## src/rtl/cpu_pkg.sv

```systemverilog
// Shared opcode, ALU-select and FSM-state definitions for the multicycle controller.
// S_FAULT exists only when MULTICYCLE_CONTROL_MEM_TIMEOUT_EN is defined.
package cpu_pkg;

    typedef enum logic [3:0] {
        OP_RTYPE = 4'b0000,
        OP_ADDI  = 4'b0001,
        OP_LW    = 4'b0010,
        OP_SW    = 4'b0011,
        OP_BEQ   = 4'b0100,
        OP_J     = 4'b0101,
        OP_HALT  = 4'b1111
    } opcode_t;

    localparam logic [2:0] ALU_ADD = 3'b010;
    localparam logic [2:0] ALU_SUB = 3'b110;
    localparam logic [2:0] ALU_NOP = 3'b000;

    typedef enum logic [2:0] {
        S_FETCH,
        S_DECODE,
        S_EXEC,
        S_MEM,
        S_WB,
        S_HALT
`ifdef MULTICYCLE_CONTROL_MEM_TIMEOUT_EN
        , S_FAULT
`endif
    } state_t;

    // Instructions whose second ALU operand is the immediate.
    function automatic logic uses_imm(input logic [3:0] op);
        return (op == OP_ADDI) || (op == OP_LW) || (op == OP_SW);
    endfunction

    function automatic logic [2:0] alu_sel(input logic [3:0] op, input logic [2:0] funct);
        case (op)
            OP_RTYPE:            return funct;
            OP_ADDI, OP_LW, OP_SW: return ALU_ADD;
            OP_BEQ:              return ALU_SUB;
            default:             return ALU_NOP;
        endcase
    endfunction

endpackage

```

## src/rtl/multicycle_control_decode.sv

```systemverilog
// Combinational control decode: (state, opcode, funct, mem_ready) -> control outputs.
// The fault output is only ever driven high when MULTICYCLE_CONTROL_MEM_TIMEOUT_EN is defined.
module control_decode
    import cpu_pkg::*;
(
    input  logic       active,
    input  state_t     state,
    input  logic [3:0] opcode,
    input  logic [2:0] funct,
    input  logic       mem_ready,
    output logic       mem_req,
    output logic       pcwrite,
    output logic       irwrite,
    output logic       regwrite,
    output logic       regdst,
    output logic       alusrc,
    output logic       memtoreg,
    output logic       memwrite,
    output logic       branch,
    output logic       jump,
    output logic       halted,
    output logic       fault,
    output logic [2:0] alucontrol
);

    always_comb begin
        mem_req    = 1'b0;
        pcwrite    = 1'b0;
        irwrite    = 1'b0;
        regwrite   = 1'b0;
        regdst     = 1'b0;
        alusrc     = 1'b0;
        memtoreg   = 1'b0;
        memwrite   = 1'b0;
        branch     = 1'b0;
        jump       = 1'b0;
        halted     = 1'b0;
        fault      = 1'b0;
        alucontrol = ALU_NOP;

        // While reset is held every output stays low, so an aborted access never writes.
        if (active) begin
            case (state)
                S_FETCH: begin
                    mem_req = 1'b1;
                    if (mem_ready) begin
                        irwrite = 1'b1;
                        pcwrite = 1'b1;
                    end
                end
                S_EXEC: begin
                    alusrc     = uses_imm(opcode);
                    alucontrol = alu_sel(opcode, funct);
                    if (opcode == OP_BEQ) begin
                        branch = 1'b1;
                    end
                    if (opcode == OP_J) begin
                        jump    = 1'b1;
                        pcwrite = 1'b1;
                    end
                end
                S_MEM: begin
                    mem_req    = 1'b1;
                    memwrite   = (opcode == OP_SW);
                    alusrc     = uses_imm(opcode);
                    alucontrol = alu_sel(opcode, funct);
                end
                S_WB: begin
                    regwrite   = 1'b1;
                    regdst     = (opcode == OP_RTYPE);
                    memtoreg   = (opcode == OP_LW);
                    alusrc     = uses_imm(opcode);
                    alucontrol = alu_sel(opcode, funct);
                end
                S_HALT: begin
                    halted = 1'b1;
                end
`ifdef MULTICYCLE_CONTROL_MEM_TIMEOUT_EN
                S_FAULT: begin
                    fault = 1'b1;
                end
`endif
                default: begin
                end
            endcase
        end
    end

endmodule

```

## src/rtl/multicycle_control.sv

```systemverilog
// Multicycle CPU control FSM (FETCH/DECODE/EXEC/MEM/WB/HALT) with optional memory-wait
// timeout to a FAULT state, enabled by defining MULTICYCLE_CONTROL_MEM_TIMEOUT_EN.
module multicycle_control
    import cpu_pkg::*;
#(
    parameter int TIMEOUT = 15
) (
    input  logic        clk,
    input  logic        reset,
    input  logic [15:0] instr,
    input  logic        mem_ready,
    output logic        mem_req,
    output logic        pcwrite,
    output logic        irwrite,
    output logic        regwrite,
    output logic        regdst,
    output logic        alusrc,
    output logic        memtoreg,
    output logic        memwrite,
    output logic        branch,
    output logic        jump,
    output logic        halted,
    output logic        fault,
    output logic [2:0]  alucontrol
);

    state_t     state;
    state_t     state_next;
    logic [3:0] opcode;
    logic [2:0] funct;
    logic       unused_instr;
    logic       wait_hit;

    assign opcode       = instr[15:12];
    assign funct        = instr[2:0];
    assign unused_instr = ^instr[11:3];

`ifdef MULTICYCLE_CONTROL_MEM_TIMEOUT_EN
    localparam int CW = (TIMEOUT < 2) ? 1 : $clog2(TIMEOUT + 1);

    logic [CW-1:0] wait_cnt;
    logic          waiting;

    // wait_cnt holds the number of earlier consecutive stalled cycles in this state.
    assign waiting  = ((state == S_FETCH) || (state == S_MEM)) && !mem_ready;
    assign wait_hit = waiting && (wait_cnt == CW'(TIMEOUT - 1));

    always_ff @(posedge clk) begin
        if (!reset) begin
            wait_cnt <= '0;
        end else if (waiting && (state_next == state)) begin
            wait_cnt <= wait_cnt + 1'b1;
        end else begin
            wait_cnt <= '0;
        end
    end
`else
    logic unused_timeout;

    assign wait_hit       = 1'b0;
    assign unused_timeout = ^TIMEOUT;
`endif

    always_ff @(posedge clk) begin
        if (!reset) begin
            state <= S_FETCH;
        end else begin
            state <= state_next;
        end
    end

    always_comb begin
        state_next = state;
        case (state)
            S_FETCH: begin
                if (mem_ready) begin
                    state_next = S_DECODE;
                end
`ifdef MULTICYCLE_CONTROL_MEM_TIMEOUT_EN
                else if (wait_hit) begin
                    state_next = S_FAULT;
                end
`endif
            end
            S_DECODE: state_next = S_EXEC;
            S_EXEC: begin
                case (opcode)
                    OP_RTYPE, OP_ADDI: state_next = S_WB;
                    OP_LW, OP_SW:      state_next = S_MEM;
                    OP_BEQ, OP_J:      state_next = S_FETCH;
                    default:           state_next = S_HALT;
                endcase
            end
            S_MEM: begin
                if (mem_ready) begin
                    state_next = (opcode == OP_LW) ? S_WB : S_FETCH;
                end
`ifdef MULTICYCLE_CONTROL_MEM_TIMEOUT_EN
                else if (wait_hit) begin
                    state_next = S_FAULT;
                end
`endif
            end
            S_WB:   state_next = S_FETCH;
            S_HALT: state_next = S_HALT;
`ifdef MULTICYCLE_CONTROL_MEM_TIMEOUT_EN
            S_FAULT: state_next = S_FAULT;
`endif
            default: state_next = S_FETCH;
        endcase
    end

    control_decode u_decode (
        .active     (reset),
        .state      (state),
        .opcode     (opcode),
        .funct      (funct),
        .mem_ready  (mem_ready),
        .mem_req    (mem_req),
        .pcwrite    (pcwrite),
        .irwrite    (irwrite),
        .regwrite   (regwrite),
        .regdst     (regdst),
        .alusrc     (alusrc),
        .memtoreg   (memtoreg),
        .memwrite   (memwrite),
        .branch     (branch),
        .jump       (jump),
        .halted     (halted),
        .fault      (fault),
        .alucontrol (alucontrol)
    );

endmodule
```

## config.mk

```make
export PLATFORM = sky130hd
export DESIGN_NAME = multicycle_control
export DESIGN_NICKNAME = d
export VERILOG_FILES = /design/src/rtl/cpu_pkg.sv /design/src/rtl/multicycle_control_decode.sv /design/src/rtl/multicycle_control.sv
export SDC_FILE = /design/constraint.sdc
export NUM_CORES = 1
export LEC_CHECK = 0
export ABC_AREA = 1
export CORE_AREA = 2 2 43 45
export CTS_CLUSTER_DIAMETER = 40
export DETAILED_ROUTE_END_ITERATION = 8
export DIE_AREA = 0 0 45 47
export PLACE_DENSITY = 0.72
export SLEW_MARGIN = 20
export SYNTH_ARGS = -nofsm -noshare
export SYNTH_HDL_FRONTEND = slang
export SYNTH_HIERARCHICAL = 1
export SYNTH_SLANG_ARGS = --single-unit
```

## constraint.sdc

```tcl
create_clock -name clk -period 0.9 [get_ports clk]
set_input_delay 0.135 -clock clk [delete_from_list [all_inputs] [get_ports clk]]
set_output_delay 0.135 -clock clk [all_outputs]
set_load 0.005 [all_outputs]
```

=== After elaboration in Yosys (flattened, before gate mapping) ===
Cells that the tools add are included.

* Output and inout bits: 15
* Logic and storage cells: 57
* Input bits: 19
* Bits in registers: 3

* Equality and inequality tests: 12
* Multiplexer cells: 33
* Reductions and logical operators: 11

{| class="wikitable"
|+ Operators by type and width
! cell !! number
|-
| 1-bit two-way mux || 24
|-
| 3-bit case mux with 3 select lines || 2
|-
| 3-bit two-way mux || 5
|-
| 3-bit case mux with 5 select lines || 1
|-
| 4-bit by 2-bit equality test with 1-bit output, second input constant || 2
|-
| 4-bit by 3-bit equality test with 1-bit output, second input constant || 2
|-
| 2-bit OR reduction || 4
|-
| 3-bit by 2-bit equality test with 1-bit output, second input constant || 2
|-
| 3-bit equality test, second input constant || 2
|-
| 3-bit OR reduction || 2
|-
| 4-bit by 1-bit equality test with 1-bit output, second input constant || 1
|-
| 4-bit zero test || 1
|-
| 2-bit != test, second input constant || 2
|-
| 3-bit by 1-bit equality test with 1-bit output, second input constant || 1
|-
| 3-bit zero test || 1
|-
| 1-bit logical OR || 2
|-
| 1-bit case mux with 2 select lines || 1
|-
| 2-bit AND reduction || 1
|}

=== Longest topological paths before layout ===
Gate-level depths: netlist (run 1).

* Depth after elaboration: 5
* Mapped depth: 6
* Mapped depth without buffers: 6

=== By module ===
Netlist (run 1), hierarchy kept.

{| class="wikitable"
|+ Modules (own cells, without submodules)
! module !! cells each !! area each (um^2) !! times used
|-
| control_decode || 50 || 230.2 || 1
|-
| multicycle_control || 37 || 230.2 || 1
|}

=== Least setup slack after synthesis (run 1) ===
OpenSTA, ideal clock, no wires.

* Path kind: reg2out
* From: register state[2]
* To: output pcwrite
* Buffers on the path: 0
* Path slack: -0.083 ns
* Data required time: 0.765 ns
* Stages on the path, launching flop included: 6
* Data arrival time: 0.848 ns
* Cells stage by stage: dfxtp_1 -> inv_2 -> nand2_1 -> nor2_1 -> nand2_1 -> a21oi_1

* Cells in the longest elaborated chain, start to end: 3

{| class="wikitable"
|+ RTL lines
! what !! line !! text
|-
| start, declared || multicycle_control.sv:27 || <nowiki>state_t state;</nowiki>
|-
| start signal, assigned || multicycle_control.sv:68 || <nowiki>state <= state_next;</nowiki>
|-
| 3-bit by 2-bit equality test with 1-bit output or 3-bit zero test (tied branches) || multicycle_control_decode.sv:43 || <nowiki>case (state)</nowiki>
|-
| 1-bit case mux with 2 select lines (*) || multicycle_control_decode.sv:43 ||
|-
| 1-bit two-way mux (*) || multicycle_control_decode.sv:42 || <nowiki>if (active) begin</nowiki>
|-
| end, declared || multicycle_control.sv:13 || <nowiki>output logic pcwrite,</nowiki>
|}

Mark *: on every way between the ends. The rest lies on a longest branch, timed or not.

=== Final worst setup path (run 1) ===
* From: register state[0]
* To: output memtoreg

* Cells in the longest elaborated chain, start to end: 3

{| class="wikitable"
|+ RTL lines
! what !! line !! text
|-
| 3-bit equality test || n/a ||
|-
| 1-bit two-way mux || multicycle_control_decode.sv:43 ||
|-
| 1-bit two-way mux || multicycle_control_decode.sv:42 ||
|-
| end, declared || multicycle_control.sv:18 || <nowiki>output logic memtoreg,</nowiki>
|}

No other way between the ends.

==> results.py, run 1 <==
metrics = {
    "outcome": {
        "status": "complete, but fails checks",
        "violations": "negative setup slack",
    },
    "floorplanning": {
        "rows": 15,
        "start_util_pct": 27.9,
        "fp.dieW_um": 45,
        "core_sq_um": 1650,
        "io_pins": 34,
        "fp.dieH_um": 47,
        "die_area_sq_um": 2120,
    },
    "setup_path": {
        "critPathMaxFanout": 4,
        "start_kind": "flop",
        "worstPathRequired_ps": 760,
        "reg2reg_depth": 6,
        "crit_type": "flop to primary output",
        "arrival_ps": 1300,
        "cp-end-kind": "primary output",
    },
    "run": {
        "maxCapViolCount": 0,
    },
    "drt": {
        "wire_per_inst_um": 12.4,
        "drc": 0,
        "drtPass1Iterations": 4,
        "routed_wl_mm": 1.90,
        "detail_route.iter0.violations": 12,
        "via_per_inst": 4.97,
        "postRouteAntennaNets": 0,
        "dr_total_vias": 760,
    },
    "clock_network": {
        "clkTransAtPathRegs_ps": 40,
        "cts_hold_buf": 0,
        "cts_root_buffer": "clkbuf_4",
        "cts.sinks": 3,
        "cts_buffer_depth": 2,
        "tritoncts": "done",
        "cts_made_buffers": 3,
        "htree_num_levels": 1,
        "insertion_delay_ps": 230,
    },
    "power": {
        "vdd_drop_max_mv": 1.01,
        "p_leak_nw": 0.461,
        "pwr_density_cell_nw_per_um2": 835,
        "design_power_total_w": 0.000804,
    },
    "timing": {
        "fin_skew_ps": 3.96,
        "fin_crit_sh_pct": 159,
        "hold_viol_final": 0,
        "rsz0062_at_grt": "yes",
        "final-setup-viol-count": 17,
        "finalCriticalPeriod_ps": 1430,
        "fmax_mhz": 699,
        "final.setup.worst_slack_ps": -531,
        "drv_slew": 0,
    },
    "yosys": {
        "synth_seq_area_share_pct": 13.0,
        "yosysWarnings": 6,
        "synthTopCellsByArea": "nand2_1 18%, dfxtp_1 13%, nor2_1 13%",
        "synth_fp_nets": 106,
        "syn_area_per_cell_sq_um": 5.29,
        "synthCells": 87,
        "syn_area_sq_um": 460,
        "ys_ff_latch": 3,
        "yosysTopAreaCellShare_pct": 17.9,
        "yosysTopAreaCell": "nand2_1",
        "synth.distinct_cells": 20,
    },
    "global_route": {
        "grt.busiest_layer": "met2",
        "grt_pass1_wl_mm": 2.82,
        "grt_util_met3_pct": 4.62,
        "antenna_found_initial": 0,
        "overflow": 0,
        "grt_usage_pct": 18.0,
        "grt_util_met1_pct": 20.1,
        "use_met2_pct": 35.1,
        "grt_max_degree": 7,
        "grt_pass1_vias": 677,
    },
    "cells_and_area": {
        "finalNetCount": 156,
        "reg.largest.list": "state: 3 flops",
        "top_register": "state",
        "largest_reg_flops": 3,
        "drive_gt1_share_pct": 55.1,
        "antennaDiodeCount": 0,
        "area_growth_pct": 109,
    },
    "placement": {
        "gp_congestion": 0.843,
        "dp_hpwl_mm": 1.19,
        "numPortBuffers": 23,
        "post-place-ws_ps": -892,
    },
    "hold_path": {
        "hp-class": "primary input to flop",
        "min_path_cells": 4,
    },
}
through the flow:
stage / hold slack, ps / setup TNS [ps] / util, % / instance area, sq um / cells
after global placement: 679 / -12670 / 51.6 / 852 / 142
final: 535 / -6450 / 58.3 / 962 / 153
after floorplan: 269 / -147 / - / 488 / 87
after CTS: 521 / -5780 / 54.2 / 896 / 148
after detailed placement: 684 / -12910 / 51.6 / 852 / 142
after global routing: 540 / -7430 / 58.3 / 962 / 153
layer usage:
layer / wire (um) / part of all wire (%)
met5: 0 / 0
met2: 1050 / 55
met3: 101 / 5.3
met4: 22 / 1.2
met1: 733 / 38
placed cells by master (no fill, tap or decap):
cell and n:
inv_4 3, o21ai_2 1, buf_6 6, nor2_2 7
o21ai_0 1, nand3_4 1, nor3_2 2, inv_2 2
dfxtp_4 3, clkbuf_1 1, nand4_1 2, a21oi_2 3
nor2_1 12, dlygate4sd2_1 5, clkbuf_2 1, clkbuf_4 3
conb_1 1, nor2_4 5, nand3_1 3, buf_2 12
o211ai_1 1, nor3_4 2, buf_4 18, nand2_1 18
nand3_2 2, clkdlybuf4s50_1 4, o2111ai_1 1, inv_1 8
nand2_2 4, o21ai_1 4
what timing repair did:
action,in CTS,in global routing
endpoints found under the setup margin,17,17
buffers inserted,2,5
hold endpoints to repair,0,0
pin swaps,16,12
resized for setup,74,14
report_power, final:
part / leakage [nW] / total, W / switching, W / internal [W]
Combinational: 0.419 / 0.000405 / 0.000217 / 0.000188
Sequential: 0.0267 / 0.000166 / 0.0000195 / 0.000146
Clock: 0.0150 / 0.000233 / 0.0000666 / 0.000166
Total: 0.461 / 0.000804 / 0.000304 / 0.000500
worst paths after layout:
kind                            startpoint        to  slack (ps)
worst max-delay path              state[0]  memtoreg        -530
worst min-delay path                 reset  state[2]         540
worst max register to register    state[0]  state[0]        -230
worst min register to register    state[2]  state[2]         710
critical path, stage by stage (launching register included):
cell and delay [ps]:
dfxtp_4 350, nor2_4 160, nand3_4 120, buf_4 160
nor3_2 130, buf_2 150
cell families (layout without fill, tap and decap cells):
| family | count (synthesis) | after routing | share of synthesized area (%) |
|---|---|---|---|
| AO/OA/AOI/OAI | 11 | 11 | 14.1 |
| buffers and inverters | 14 | 63 | 12.2 |
| flip-flops | 3 | 3 | 13.0 |
| other | 1 | 1 | 0.814 |
| AND/OR/NAND/NOR | 58 | 58 | 59.8 |
synthesized netlist by cell type:
master / number
nor2_1: 16
nor2_4: 2
conb_1: 1
inv_2: 4
a21oi_1: 2
nand4_1: 2
nand3_1: 5
o21ai_0: 2
a21oi_2: 1
nor3_2: 1
nand2_1: 22
buf_4: 1
o2111ai_1: 1
nor3_1: 3
nand3_2: 1
dfxtp_1: 3
nor2_2: 6
o21ai_1: 4
o211ai_1: 1
inv_1: 9
layout make-up:
cell class	count	area, sq um
timing repair buffer	46	352
sequential	3	71.3
tap	17	21.3
multi-input combinational	70	435
clock buffer	4	26.3
fill	145	689
inverter	13	56.3
(Power assumes the default switching activity.)
==> inputs of run 2 (changes only) <==
CAP_MARGIN = 20   (was not set)
SETUP_SLACK_MARGIN = 0.02   (was not set)
==> results.py, run 2 (synthesized netlist as in run 1, its figures left out) <==
metrics = {
    "cells_and_area": {
        "mostFrequentLayoutCells": "19 x nand2_1, 17 x buf_4, 13 x nor2_1",
        "largest_reg_flops": 3,
        "top_register": "state",
        "reg.largest.list": "state: 3 flops",
        "drive_gt1_share_pct": 54.8,
        "instances_no_fill": 152,
        "finalNetCount": 155,
        "antennaDiodeCount": 0,
        "area_growth_pct": 110,
        "final_common_cell": "nand2_1",
        "fin_util_pct": 58.5,
    },
    "clock_network": {
        "cts_made_buffers": 3,
        "htree_num_levels": 1,
        "cts_root_buffer": "clkbuf_4",
        "cts.sinks": 3,
        "insertion_delay_ps": 230,
        "cts_buffer_depth": 2,
        "clkTransAtPathRegs_ps": 40,
        "tritoncts": "done",
    },
    "run": {
        "maxCapViolCount": 0,
    },
    "timing": {
        "final.setup.worst_slack_ps": -480,
        "final-setup-viol-count": 17,
        "fin_skew_ps": 2.19,
        "drv_slew": 0,
        "hold_slack_ps": 545,
        "rsz0062_at_grt": "yes",
        "fin_crit_sh_pct": 153,
        "fmax_mhz": 724,
        "finalCriticalPeriod_ps": 1380,
        "hold_viol_final": 0,
    },
    "setup_path": {
        "critPathSlowestCell": "dfxtp_4",
        "critPathMaxFanout": 3,
        "crit_chain": "nor2_4 > nand3_4 > inv_2 > buf_6 > nor2_4 > nor2_1 > buf_2",
        "arrival_ps": 1250,
        "cp-end-kind": "primary output",
        "start_kind": "flop",
        "worstPathRequired_ps": 760,
        "crit_type": "flop to primary output",
        "cpMostUsedCell": "nor2_4",
        "cpPeakStageDelay_ps": 350,
    },
    "drt": {
        "postRouteAntennaNets": 0,
        "route.met3.wl_um": 71,
        "drc": 0,
        "wl_met1_um": 720,
        "detail_route.iter0.violations": 8,
        "dr_total_vias": 743,
        "topRoutingLayerUsed": "met3",
        "via_per_inst": 4.89,
        "wire_per_inst_um": 11.9,
        "drtPass1Iterations": 4,
        "wl_met2_mm": 1.02,
        "routed_wl_mm": 1.81,
    },
    "global_route": {
        "grt_pass1_wl_mm": 2.93,
        "antenna_found_initial": 0,
        "overflow": 0,
        "grt_usage_pct": 18.2,
        "grt_pass1_vias": 721,
        "grt_max_degree": 7,
    },
    "placement": {
        "place_inst": 141,
        "dp_hpwl_mm": 1.23,
        "gp_congestion": 0.859,
        "numPortBuffers": 23,
    },
    "power": {
        "comb_power_share_pct": 50.4,
        "clock_power_share_pct": 29.0,
        "vdd_drop_max_mv": 0.662,
        "p_leak_nw": 0.467,
        "intPower_w": 0.000506,
        "seq_power_share_pct": 20.6,
        "pwr_density_cell_nw_per_um2": 837,
        "p_sw_w": 0.000303,
        "switching_share_pct": 37.4,
    },
    "floorplanning": {
        "die_area_sq_um": 2120,
        "core_sq_um": 1650,
        "fp.dieW_um": 45,
        "fp.dieH_um": 47,
        "rows": 15,
        "io_pins": 34,
        "start_util_pct": 27.9,
    },
    "outcome": {
        "status": "complete, but fails checks",
        "violations": "negative setup slack",
    },
    "hold_path": {
        "hp-class": "primary input to flop",
    },
}
[run 2: changes by cell type in the layout (fill, tap and decap cells not counted), sizes merged]
| cell | change |
|---|---|
| buf | -1 |
| clkbuf | -1 |
| clkdlybuf4s15 | +1 |
[run 2: cell type report]
class | instances | area (sq um)
Inverter | 13 | 53.8
Multi-Input combinational cell | 70 | 443
Fill cell | 148 | 686
Tap cell | 17 | 21.3
Clock buffer | 4 | 26.3
Timing Repair Buffer | 45 | 350
Sequential cell | 3 | 71.3
[run 2: through the flow]
step                worst slack [ps]  instance area (sq um)  TNS [ps]  power (W)
global placement                -885                    845    -12690   0.000490
detailed placement              -920                    845    -13020   0.000497
global route                    -577                    966     -7720   0.000880
floorplan                      -30.0                    488      -147   0.000318
finish                          -480                    966     -6490   0.000809
CTS                             -466                    917     -6150   0.000780
[run 2: final timing paths]
check                 from             to  slack [ps]  depth (start not counted)
hold / removal       reset       state[2]         550                          4
setup / recovery  state[0]  alucontrol[2]        -480                          7
hold reg to reg   state[2]       state[2]         730                          4
setup reg to reg  state[0]       state[2]        -280                          5
[run 2: power by group through the flow]
stage | registers, W | logic [W] | clock network, W
final | 0.000166 | 0.000408 | 0.000234
after global routing | 0.000169 | 0.000442 | 0.000270
after CTS | 0.000168 | 0.000365 | 0.000246
after detailed placement | 0.000170 | 0.000327 | 0
after global placement | 0.000170 | 0.000320 | 0
after floorplan | 0.000176 | 0.000142 | 0
[run 2: critical path: cells and delay by family, from the launching register on]
family / cells / cell delay [ps]
buf+inv: 3 / 310
simple gates: 4 / 360
flops: 1 / 350
[run 2: what timing repair did]
action                     4_1_cts  5_1_grt
setup buffers                    5        3
setup endpoints to repair       17       17
resized for setup               79       10
hold buffers                     0        0
pin swaps                       17       13
[run 2: per-layer routing]
metal | GRT usage (%) | vias to the layer above
met5 | 0 | -
met4 | 5.29 | 0
met3 | 4.23 | 0
met2 | 32.9 | 18
met1 | 21.6 | 355
li1 | - | 370
